$ cat config.mk
export PLATFORM = sky130hd
export DESIGN_NAME = datapath_unit
export DESIGN_NICKNAME = d
export VERILOG_FILES = /design/src/rtl/datapath_unit_pkg.sv /design/src/rtl/datapath_unit_alu.sv /design/src/rtl/datapath_unit.sv
export SDC_FILE = /design/constraint.sdc
export NUM_CORES = 1
export LEC_CHECK = 0
export ABC_AREA = 1
export CORE_ASPECT_RATIO = 1.75
export CORE_UTILIZATION = 40
export CTS_CLUSTER_DIAMETER = 30
export DETAILED_ROUTE_END_ITERATION = 16
export GPL_TIMING_DRIVEN = 0
export PLACE_DENSITY = 0.68
export SYNTH_ARGS = -nofsm -noshare
export SYNTH_HDL_FRONTEND = slang
export SYNTH_SLANG_ARGS = --single-unit
$ cat constraint.sdc
create_clock -name clk -period 2.25 [get_ports clk]
set_input_delay 0.45 -clock clk [delete_from_list [all_inputs] [get_ports clk]]
set_output_delay 0.45 -clock clk [all_outputs]
set_load 0.02 [all_outputs]
$ cat src/rtl/datapath_unit_pkg.sv
// Shared definitions for the datapath unit: default data width and ALU opcodes.
package datapath_unit_pkg;

    localparam int DEFAULT_WIDTH = 4;

    typedef enum logic [2:0] {
        ALU_ADD   = 3'b000,
        ALU_SUB   = 3'b001,
        ALU_AND   = 3'b010,
        ALU_OR    = 3'b011,
        ALU_XOR   = 3'b100,
        ALU_NOT   = 3'b101,
        ALU_PASSA = 3'b110,
        ALU_PASSB = 3'b111
    } alu_op_t;

endpackage

$ cat src/rtl/datapath_unit_alu.sv
// Combinational ALU: WIDTH-bit result, wraps modulo 2^WIDTH, no flags.
module alu_unit
    import datapath_unit_pkg::*;
#(
    parameter int WIDTH = DEFAULT_WIDTH
) (
    input  logic [WIDTH-1:0] a,
    input  logic [WIDTH-1:0] b,
    input  logic [2:0]       op,
    output logic [WIDTH-1:0] result
);

    always_comb begin
        result = '0;
        case (op)
            ALU_ADD:   result = a + b;
            ALU_SUB:   result = a - b;
            ALU_AND:   result = a & b;
            ALU_OR:    result = a | b;
            ALU_XOR:   result = a ^ b;
            ALU_NOT:   result = ~a;
            ALU_PASSA: result = a;
            ALU_PASSB: result = b;
            default:   result = '0;
        endcase
    end

endmodule

$ cat src/rtl/datapath_unit.sv
// Register/ALU datapath: operand register R1, accumulator ACC and shift register Q,
// all steered by an external controller.
module datapath_unit
    import datapath_unit_pkg::*;
#(
    parameter int WIDTH = DEFAULT_WIDTH
) (
    input  logic             clk,
    input  logic             reset,
    input  logic             mux_2x1_R1_sel,
    input  logic             mux_2x1_alu_a_sel,
    input  logic             mux_2x1_acc_sel,
    input  logic             acc_load_sel,
    input  logic             q_dir_sel,
    input  logic [2:0]       alu_control,
    input  logic [WIDTH-1:0] in,
    output logic [WIDTH-1:0] out
);

    logic [WIDTH-1:0] r1;
    logic [WIDTH-1:0] acc;
    logic [WIDTH-1:0] q;
    logic [WIDTH-1:0] alu_a;
    logic [WIDTH-1:0] alu_result;
    logic [WIDTH-1:0] acc_next;

    assign alu_a    = mux_2x1_alu_a_sel ? q : acc;
    assign acc_next = mux_2x1_acc_sel ? in : alu_result;

    alu_unit #(
        .WIDTH (WIDTH)
    ) u_alu (
        .a      (alu_a),
        .b      (r1),
        .op     (alu_control),
        .result (alu_result)
    );

    // Q shifts every edge and always takes its fill bit from the pre-edge ACC.
    always_ff @(posedge clk or posedge reset) begin
        if (reset) begin
            r1  <= '0;
            acc <= '0;
            q   <= '0;
        end else begin
            if (!mux_2x1_R1_sel)
                r1 <= in;
            if (acc_load_sel)
                acc <= acc_next;
            if (q_dir_sel)
                q <= {acc[0], q[WIDTH-1:1]};
            else
                q <= {q[WIDTH-2:0], acc[WIDTH-1]};
        end
    end

    assign out = acc;

endmodule

==> results.json <==
{
  "crit_fanout": 5,
  "h-tree-depth": 1,
  "clkTransAtPathRegs_ns": 0.06,
  "diodes": 0,
  "grt_usage_pct": 19.8,
  "drive_gt1_share_pct": 14.8,
  "synth_fp_nets": 199,
  "fin_crit_sh_pct": 93.6,
  "postRouteAntennaNets": 0,
  "critPathLaunchType": "flip-flop",
  "die_w_um": 43.3,
  "fillers": 295,
  "num_io_pins": 18,
  "fmax_mhz": 475,
  "antenna_found_initial": 0,
  "numCtsBuffers": 3,
  "rows": 25,
  "ys_seq_area_share_pct": 25.2,
  "setup_viol": 0,
  "portBuffers": 12,
  "finalHoldViolCount": 0,
  "place_inst": 211,
  "finalMaxSlewViolations": 0,
  "multiInputGateArea_sq_um": 727,
  "core-area_sq_um": 2750,
  "insertion_delay_ns": 0.24,
  "netlist.area_leader.share_pct": 25.2,
  "status": "completed",
  "drt-pass1-iter-count": 4,
  "powerDensity_nw_per_um2": 594,
  "synthCells": 172,
  "cts_tree": "yes",
  "syn_to_final_growth_pct": 18.9,
  "finish.utilization_pct": 51.5,
  "ir_drop_mv": 0.419,
  "tightest_slew_ns": 0.460,
  "grt_pass1_vias": 1173,
  "ctsRootBufferMaster": "clkbuf_8",
  "end_kind": "flip-flop",
  "synthTopCellsByArea": "dfrtp_1 (25%), nand2_1 (14%), ha_1 (13%), inv_1 (7.6%), a21oi_1 (5.5%)",
  "seqCellArea_sq_um": 302,
  "cp.required_ns": 2.39,
  "overflow": 0,
  "netlist_area_sq_um": 1190,
  "crit_type": "reg2reg",
  "grt_pass1_wl_um": 4830,
  "ctsLongestPathBuffers": 2,
  "synth_seq_cells": 12,
  "die_area_sq_um": 3210,
  "finalNonFillerCells": 216,
  "nets": 217,
  "fin_crit_ns": 2.11,
  "drtIter0Drc": 25,
  "synth_top_cell_by_area": "dfrtp_1",
  "via_per_inst": 5.33,
  "synthDistinctLibCells": 25,
  "syn_area_per_cell_sq_um": 6.93,
  "slew_headroom_pct": 69.3,
  "critPathSlowestCell": "dfrtp_1",
  "wl_per_cell_um": 13.3,
  "grt_max_degree": 13,
  "ctsHoldBuffers": 0,
  "leakage_uw": 0.000751,
  "die_y_um": 74.2,
  "maxCapViolCount": 0,
  "worstPathArrival_ns": 2.24,
  "clock-sinks": 12,
  "cp_cell_sequence": "inv_1 > ha_1 > a21oi_2 > xor2_1 > ha_1 > or2_1 > a31o_2 > nand3b_1 > nand2_1 > nand2_1",
  "start_util_pct": 43.3,
  "finalClockSkew_ns": 0.00303,
  "hold_path_class": "reg2reg",
  "wirelength_um": 2880,
  "drc_errors": 0,
  "post-dp-hpwl_um": 2310,
  "num_vias": 1152,
  "rrSetupSlack_ns": 0.14,
  "cpPeakStageDelay_ns": 0.38,
  "yosysWarnings": 0,
  "gp_routability_congestion": 0.890
}
-- power by group --
group	internal [uW]	leakage [uW]	total [uW]	switching (uW)
registers	244	0.000147	272	27.7
clock network	155	0.0000288	237	82.5
logic	139	0.000575	332	194
-- per-stage QoR --
stage / total power (uW) / TNS [ns] / hold WS [ns] / worst slack (ns) / instance area [sq um]
CTS: 835 / 0 / 0.493 / 0.00779 / 1400
detailed placement: 597 / -0.0217 / 0.481 / -0.0217 / 1350
global route: 904 / -0.00623 / 0.534 / -0.00623 / 1420
finish: 841 / 0 / 0.488 / 0.144 / 1420
global placement: 581 / 0 / 0.463 / 0.0472 / 1350
floorplan: 496 / 0 / 0.315 / 0.254 / 1190
-- Yosys cell counts --
cell type / instances
dfrtp_1: 12
fa_1: 1
ha_1: 12
a31o_2: 1
o21a_1: 1
nor2_8: 1
inv_2: 5
nand4_1: 4
inv_1: 24
nand2_1: 46
nand3b_1: 3
buf_6: 4
nor2_1: 15
xor2_1: 1
nor3_1: 1
nand3_2: 1
bufbuf_8: 1
nand3_1: 8
o22ai_1: 1
nor2_2: 1
o21ai_0: 10
or2_1: 1
nand2_2: 2
o21ai_2: 3
a21oi_1: 13
-- layout by cell type (no fill, tap or decap), types with 2 or more instances in the layout --
cell type and instances:
o21ai_2 3, nand4_1 4, a21oi_1 11, nor2_1 15, inv_1 23, clkdlybuf4s50_1 12
buf_6 4, ha_1 12, clkbuf_8 4, nand2_2 2, nand3b_1 3, dfrtp_1 11
nand3_1 8, o21ai_0 9, a21oi_2 2, inv_2 6, nand2_1 46
-- per-layer routing --
layer	vias to the layer above	routed length (um)	track usage [%]	share of wire, %
met4	0	111	10.4	3.9
met2	31	1610	39.0	56
met3	12	106	2.67	3.7
met1	530	1050	19.0	36
li1	579	-	-	-
met5	-	0	0	0
-- final cells by class --
type,instances,area share [%]
buffer,5,4.50
clock buffer,4,3.88
inverter,29,7.68
multi-input combinational,126,51.3
sequential,12,21.3
tap,27,2.38
timing repair buffer,13,9.00
-- state kept, by name, summed over array words and instances (netlist names) --
register and flops:
q 4, r1 4, out 4
-- cell families after synthesis --
group                      count (synthesis)  synth area share [%]
xor gates and xnor gates                   1                 0.735
DFF                                       12                  25.2
buffers and inverters                     34                  14.5
adders and majority gates                 13                  14.3
and+or+nand+nor                           83                  31.6
AOI/OAI and AO/OA                         29                  13.7
-- repair_timing --
item / CTS / global route
gates resized for setup: 0 / 5
setup endpoints to repair: 0 / 3
buffers inserted: 0 / 1
-- worst max-delay path, delay by kind of cell (launching register included) --
| family | cells | cell delay [ns] |
|---|---|---|
| flip-flops | 1 | 0.38 |
| adder cells (fa/ha/maj) | 2 | 0.49 |
| AND/OR/NAND/NOR | 4 | 0.51 |
| AO/OA/AOI/OAI | 2 | 0.36 |
| buffers and inverters | 1 | 0.10 |
| XOR/XNOR | 1 | 0.16 |
-- worst paths after layout --
kind | from | endpoint | cells past startpoint
worst max-delay path | r1[1] | out[2] | 10
worst min-delay path | q[2] | q[1] | 2
worst max register to register | r1[1] | out[2] | 10
worst min register to register | q[2] | q[1] | 2
max in group asynchronous | reset | r1[0] | 2
min in group asynchronous | reset | out[2] | 2
No activity file was read; power rests on OpenSTA's default activity.
